### src/rtl/booth_multiplier_pkg.sv
// Shared constants, Booth digit encodings and the 3:2 carry-save cell used by the
// radix-4 Booth multiplier.
package booth_multiplier_pkg;

    localparam int unsigned MUL_WIDTH   = 32;
    localparam int unsigned MUL_LATENCY = 5;
    localparam int unsigned PP_COUNT    = 17;
    localparam int unsigned PP_WIDTH    = MUL_WIDTH + 2;
    localparam int unsigned PROD_WIDTH  = 2 * MUL_WIDTH;

    // Decoded Booth digit: magnitude select (one/two) and sign.
    typedef struct packed {
        logic neg;
        logic two;
        logic one;
    } booth_sel_t;

    localparam booth_sel_t BoothZero = 3'b000;
    localparam booth_sel_t BoothPos1 = 3'b001;
    localparam booth_sel_t BoothPos2 = 3'b010;
    localparam booth_sel_t BoothNeg1 = 3'b101;
    localparam booth_sel_t BoothNeg2 = 3'b110;

    typedef struct packed {
        logic [PROD_WIDTH-1:0] sum;
        logic [PROD_WIDTH-1:0] carry;
    } csa_t;

    // Window is {b[2j+1], b[2j], b[2j-1]}; 111 is -0 and maps to zero with no negation.
    function automatic booth_sel_t booth_decode(input logic [2:0] win);
        booth_sel_t sel;
        sel = BoothZero;
        case (win)
            3'b001, 3'b010: sel = BoothPos1;
            3'b011:         sel = BoothPos2;
            3'b100:         sel = BoothNeg2;
            3'b101, 3'b110: sel = BoothNeg1;
            default:        sel = BoothZero;
        endcase
        return sel;
    endfunction

    // 3:2 compressor; carry is pre-shifted to its weight, overflow beyond 2*WIDTH is dropped.
    function automatic csa_t csa32(input logic [PROD_WIDTH-1:0] a,
                                   input logic [PROD_WIDTH-1:0] b,
                                   input logic [PROD_WIDTH-1:0] c);
        csa_t r;
        r.sum   = a ^ b ^ c;
        r.carry = ((a & b) | (a & c) | (b & c)) << 1;
        return r;
    endfunction

endpackage

### src/rtl/booth_pp_gen.sv
// Radix-4 Booth encoder and partial-product selector for one digit.
module booth_pp_gen
    import booth_multiplier_pkg::*;
(
    input  logic [2:0]           window,
    input  logic [MUL_WIDTH-1:0] multiplicand,
    output logic [PP_WIDTH-1:0]  pp,
    output logic                 neg
);

    booth_sel_t           sel;
    logic [PP_WIDTH-1:0]  mag;

    // Select |digit| * multiplicand, then one's-complement for negative digits; the +1
    // is carried separately by neg and folded into the reduction tree.
    always_comb begin
        sel = booth_decode(window);
        mag = '0;
        if (sel.one) begin
            mag = {{2{multiplicand[MUL_WIDTH-1]}}, multiplicand};
        end else if (sel.two) begin
            mag = {multiplicand[MUL_WIDTH-1], multiplicand, 1'b0};
        end
        pp  = sel.neg ? ~mag : mag;
        neg = sel.neg;
    end

endmodule

### src/rtl/booth_multiplier.sv
// Fully pipelined signed 32x32 -> 64 radix-4 Booth multiplier, five register stages:
// operands, partial products, CSA to 4 rows, CSA to 2 rows, final carry-propagate add.
module booth_multiplier
    import booth_multiplier_pkg::*;
#(
    parameter int unsigned WIDTH = MUL_WIDTH
) (
    input  logic               clk,
    input  logic               rstn,
    input  logic [WIDTH-1:0]   multiplicand,
    input  logic [WIDTH-1:0]   multiplier,
    output logic [2*WIDTH-1:0] result
);

    localparam int unsigned NumRows = PP_COUNT + 1;

    logic [MUL_WIDTH-1:0]                 a_q, b_q;
    logic [MUL_WIDTH+2:0]                 b_ext;
    logic [PP_COUNT-1:0][PP_WIDTH-1:0]    pp_d, pp_q;
    logic [PP_COUNT-1:0]                  neg_d, neg_q;
    logic [NumRows-1:0][PROD_WIDTH-1:0]   lvl0;
    logic [11:0][PROD_WIDTH-1:0]          lvl1;
    logic [7:0][PROD_WIDTH-1:0]           lvl2;
    logic [5:0][PROD_WIDTH-1:0]           lvl3;
    logic [3:0][PROD_WIDTH-1:0]           rows_d, rows_q;
    logic [PROD_WIDTH-1:0]                sum_d, sum_q, carry_d, carry_q;

    // Stage 1: capture operands.
    always_ff @(posedge clk or negedge rstn) begin
        if (!rstn) begin
            a_q <= '0;
            b_q <= '0;
        end else begin
            a_q <= multiplicand;
            b_q <= multiplier;
        end
    end

    // Implicit zero below bit 0, two sign bits on top: 17 overlapping 3-bit windows.
    assign b_ext = {{2{b_q[MUL_WIDTH-1]}}, b_q, 1'b0};

    for (genvar j = 0; j < PP_COUNT; j++) begin : g_pp
        booth_pp_gen u_pp_gen (
            .window      (b_ext[2*j+2:2*j]),
            .multiplicand(a_q),
            .pp          (pp_d[j]),
            .neg         (neg_d[j])
        );
    end

    // Stage 2: register partial products and their negation-correction bits.
    always_ff @(posedge clk or negedge rstn) begin
        if (!rstn) begin
            pp_q  <= '0;
            neg_q <= '0;
        end else begin
            pp_q  <= pp_d;
            neg_q <= neg_d;
        end
    end

    // Align partial products, gather correction bits into one row, compress 18 -> 4 rows.
    always_comb begin
        csa_t t;
        t = '0;
        lvl0 = '0;
        for (int j = 0; j < PP_COUNT; j++) begin
            lvl0[j] = {{(PROD_WIDTH-PP_WIDTH){pp_q[j][PP_WIDTH-1]}}, pp_q[j]} << (2 * j);
            // Correction bits sit at distinct even weights, so one row holds them all.
            lvl0[PP_COUNT][2*j] = neg_q[j];
        end
        for (int i = 0; i < 6; i++) begin
            t = csa32(lvl0[3*i], lvl0[3*i+1], lvl0[3*i+2]);
            lvl1[2*i]   = t.sum;
            lvl1[2*i+1] = t.carry;
        end
        for (int i = 0; i < 4; i++) begin
            t = csa32(lvl1[3*i], lvl1[3*i+1], lvl1[3*i+2]);
            lvl2[2*i]   = t.sum;
            lvl2[2*i+1] = t.carry;
        end
        for (int i = 0; i < 2; i++) begin
            t = csa32(lvl2[3*i], lvl2[3*i+1], lvl2[3*i+2]);
            lvl3[2*i]   = t.sum;
            lvl3[2*i+1] = t.carry;
        end
        lvl3[4] = lvl2[6];
        lvl3[5] = lvl2[7];
        for (int i = 0; i < 2; i++) begin
            t = csa32(lvl3[3*i], lvl3[3*i+1], lvl3[3*i+2]);
            rows_d[2*i]   = t.sum;
            rows_d[2*i+1] = t.carry;
        end
    end

    // Stage 3: register the four remaining rows.
    always_ff @(posedge clk or negedge rstn) begin
        if (!rstn) begin
            rows_q <= '0;
        end else begin
            rows_q <= rows_d;
        end
    end

    // Compress 4 -> 2 rows.
    always_comb begin
        csa_t t0, t1;
        t0      = csa32(rows_q[0], rows_q[1], rows_q[2]);
        t1      = csa32(t0.sum, t0.carry, rows_q[3]);
        sum_d   = t1.sum;
        carry_d = t1.carry;
    end

    // Stage 4: register sum and carry vectors.
    always_ff @(posedge clk or negedge rstn) begin
        if (!rstn) begin
            sum_q   <= '0;
            carry_q <= '0;
        end else begin
            sum_q   <= sum_d;
            carry_q <= carry_d;
        end
    end

    // Stage 5: final carry-propagate add into the result register.
    always_ff @(posedge clk or negedge rstn) begin
        if (!rstn) begin
            result <= '0;
        end else begin
            result <= sum_q + carry_q;
        end
    end

endmodule

### config.mk
export PLATFORM = sky130hd
export DESIGN_NAME = booth_multiplier
export DESIGN_NICKNAME = d
export VERILOG_FILES = /design/src/rtl/booth_multiplier_pkg.sv /design/src/rtl/booth_pp_gen.sv /design/src/rtl/booth_multiplier.sv
export SDC_FILE = /design/constraint.sdc
export NUM_CORES = 2
export LEC_CHECK = 0
export ABC_CLOCK_PERIOD_IN_PS = 4500
export CAP_MARGIN = 20
export CORE_MARGIN = 5
export CORE_UTILIZATION = 65
export CTS_BUF_LIST = sky130_fd_sc_hd__clkbuf_4 sky130_fd_sc_hd__clkbuf_8
export DETAILED_ROUTE_END_ITERATION = 10
export GPL_TIMING_DRIVEN = 1
export HOLD_SLACK_MARGIN = 0.06
export PLACE_DENSITY = 0.83
export RECOVER_POWER = 100
export SLEW_MARGIN = 20
export SYNTH_ARGS = -nofsm -noshare
export SYNTH_HDL_FRONTEND = slang
export SYNTH_SLANG_ARGS = --single-unit
### constraint.sdc
create_clock -name clk -period 4.5 [get_ports clk]
set_clock_uncertainty 0.15 [all_clocks]
set_input_delay 1.35 -clock clk [delete_from_list [all_inputs] [get_ports clk]]
set_output_delay 1.35 -clock clk [all_outputs]
set_load 0.01 [all_outputs]
==> results.json <==
{
  "required_ns": 5.11,
  "switching_power_mw": 16.8,
  "tritoncts": "built",
  "post_route_antenna_net_violation_count": 0,
  "period_utilization_pct": 91.1,
  "switching_share_pct": 40.9,
  "drtIter0Drc": 5360,
  "pin_count_of_the_biggest_net_entering_global_routing": 87,
  "outcome": "complete, but fails checks",
  "pwr_dens_nw_per_um2": 661,
  "globalRouteMet3Util_pct": 14.2,
  "max_cap_violations": 18,
  "routabilityCongestion": 0.964,
  "postCtsSetupBuffers": 0,
  "finalInstanceArea_sq_um": 62100,
  "dp_hpwl_mm": 107,
  "most-common-layout-cells": "978 x sky130_fd_sc_hd__dfrtp_1, 692 x sky130_fd_sc_hd__inv_1, 516 x sky130_fd_sc_hd__fa_1, 509 x sky130_fd_sc_hd__o21ai_0, 477 x sky130_fd_sc_hd__xor2_1",
  "cts_hold_buf": 0,
  "grt_use_met1_pct": 47.4,
  "drcViolationCount": 0,
  "floorplan.initialDensity_pct": 65.2,
  "finalSetupViolations": 0,
  "final.min_clock_period_ns": 4.10,
  "ctsLongestPathBuffers": 3,
  "detail_route.first_pass.iterations": 9,
  "place_area_sq_um": 58700,
  "syn_nets": 5718,
  "floorplan.die.width_um": 304,
  "floorplan.die.height_um": 304,
  "peakVddDrop_uv": 316,
  "synth.yosys.warnings": 0,
  "clock_sink_count": 1009,
  "violations": "max-capacitance violations, max-slew violations",
  "synthCells": 4955,
  "clkPwrFrac_pct": 21.1,
  "seqPwrFrac_pct": 32.0,
  "slew-limit-headroom_pct": -116,
  "global_route.usage.total_pct": 34.6,
  "arrival_ns": 4.71,
  "num-nets-final": 5683,
  "num_io_pins": 130,
  "power.leakage_nw": 29.4,
  "ys_seq_elements": 1009,
  "drive_gt1_share_pct": 8.56,
  "dr_total_vias": 38900,
  "yosys_most_used_dff": "sky130_fd_sc_hd__dfrtp_1",
  "timing_max_transition_violations_final": 630,
  "synth-seq-area-share_pct": 44.8,
  "setup_total_negative_slack_ns": 0,
  "worst_setup_path_end_kind": "flop",
  "fillers": 5452,
  "grt_antenna_before_repair": 6,
  "layout.cells.most_common": "sky130_fd_sc_hd__dfrtp_1",
  "global_route.overflow_total": 0,
  "clk_latency_ns": 0.92,
  "synthArstFlopShare_pct": 100,
  "synth_enable_flop_cells": 0,
  "grt_pass1_vias": 40500,
  "tightest_hold_check_type": "flop to flop",
  "cts_made_buffers": 164,
  "synthDistinctLibCells": 63,
  "fmax_ghz": 0.244,
  "rows": 108,
  "critical_path_maximum_fanout": 31,
  "use_met2_pct": 49.6,
  "worst-slew-pin-transition_ns": 3.23,
  "fp.coreArea_sq_um": 86300,
  "h-tree-depth": 4,
  "synth.cell_area_sq_um": 56300,
  "timing_hold_violations_final": 0,
  "critPathKind": "flop to flop",
  "detail_route.wl_per_cell_um": 25.7,
  "design.die.area_sq_um": 92700,
  "multi_input_comb_area_sq_um": 27100,
  "clk_pin_slew_worst_paths_ns": 0.06,
  "route.detailed.vias_per_inst": 6.27,
  "grt_pass1_wl_mm": 245,
  "grt_setup_unrepaired": "false",
  "setup.worst_path.start_class": "flop",
  "cellInternalPower_mw": 24.3,
  "clock-root-buffer": "sky130_fd_sc_hd__clkbuf_8",
  "area.growth.synth_to_final_pct": 10.3,
  "totalWireLength_mm": 160,
  "global_route.peak_usage_layer": "met2",
  "post_synth.cell_area_avg_sq_um": 11.4,
  "cts_resized": 0,
  "comb_power_share_pct": 46.9,
  "sequential_cell_area_sq_um": 25300,
  "place.port_buffers": 129
}
[final cells by class]
class / instances / share of cell area, %
diodes: 5 / 0.0201
clock buffers: 261 / 5.15
clock inverters: 32 / 0.590
inverters: 692 / 4.18
multi-input cells: 2838 / 43.6
flip-flops and latches: 1009 / 40.7
well taps: 1155 / 2.33
repair buffers: 215 / 3.40
[per-layer routing]
metal	up-vias	share of wire [%]
met5	-	0.054
met4	6	4.7
met3	580	14
met2	2805	43
met1	19600	38
li1	15900	-
[kinds of logic after synthesis]
family,count (synthesis),synth area share (%)
AND/OR/NAND/NOR,369,3.17
XOR/XNOR,557,8.66
AO/OA/AOI/OAI,1211,13.5
adder cells (fa/ha/maj),698,22.4
multiplexers,3,0.0533
buffers and inverters,1108,7.38
flip-flops,1009,44.8
[flip-flops by register name, summed over array words and instances (netlist names)]
signal / cells
a_q: 32
b_q: 32
carry_q: 59
lvl0: 528
neg_q: 16
result: 64
rows_q: 214
sum_q: 64
[path summary, 6_finish.rpt]
check	end	slack [ns]	from	cells past startpoint
max in group asynchronous	rows_q[36]$_DFF_PN0_	0.85	rstn	2
min in group asynchronous	b_q[8]$_DFF_PN0_	1.29	rstn	1
max reg2reg	lvl0[740]$_DFF_PN0_	0.40	b_q[23]$_DFF_PN0_	3
max	lvl0[740]$_DFF_PN0_	0.40	b_q[23]$_DFF_PN0_	3
min reg2reg	rows_q[146]$_DFF_PN0_	0.19	neg_q[9]$_DFF_PN0_	0
min	rows_q[146]$_DFF_PN0_	0.19	neg_q[9]$_DFF_PN0_	0
[metrics by stage]
| step | std cells | total power, mW | utilization (%) | hold WS [ns] | worst slack, ns |
|---|---|---|---|---|---|
| 2_1_floorplan | 4955 | 24.6 | - | 0.181 | 1.06 |
| 5_1_grt | 6203 | 44.0 | 71.9 | 0.191 | 0.301 |
| 3_3_place_gp | 5903 | 30.8 | 67.9 | 0.183 | 0.885 |
| 6_report | 6207 | 41.0 | 71.9 | 0.189 | 0.401 |
| 3_5_place_dp | 5906 | 32.1 | 68.0 | 0.185 | 0.822 |
| 4_1_cts | 6199 | 40.9 | 72.1 | 0.181 | 0.694 |
[critical path, stage by stage (launching register included)]
cell and delay [ns]:
sky130_fd_sc_hd__dfrtp_2 0.68, sky130_fd_sc_hd__clkbuf_1 1.71, sky130_fd_sc_hd__or3b_1 0.96, sky130_fd_sc_hd__o21ai_0 0.42
[power groups by stage]
stage / Sequential [mW] / Clock [mW] / Combinational, mW
2_1_floorplan: 12.9 / 0 / 11.7
3_3_place_gp: 13.2 / 0 / 17.6
3_5_place_dp: 13.3 / 0 / 18.8
4_1_cts: 13.2 / 8.69 / 19.0
5_1_grt: 13.4 / 9.10 / 21.5
6_report: 13.1 / 8.64 / 19.3
[Yosys cell counts (all sizes together) (71+ instances only)]
| master | instances | share of area (%) |
|---|---|---|
| a21oi | 118 | 1.1 |
| a22oi | 451 | 6.0 |
| clkbuf | 363 | 2.4 |
| dfrtp | 1009 | 45 |
| fa | 516 | 18 |
| ha | 181 | 4.0 |
| inv | 692 | 4.6 |
| nand2 | 118 | 0.79 |
| nor2 | 87 | 0.58 |
| o21ai | 509 | 4.5 |
| xnor2 | 71 | 1.1 |
| xor2 | 486 | 7.6 |
Note: power is estimated with default switching activity, not from simulation.
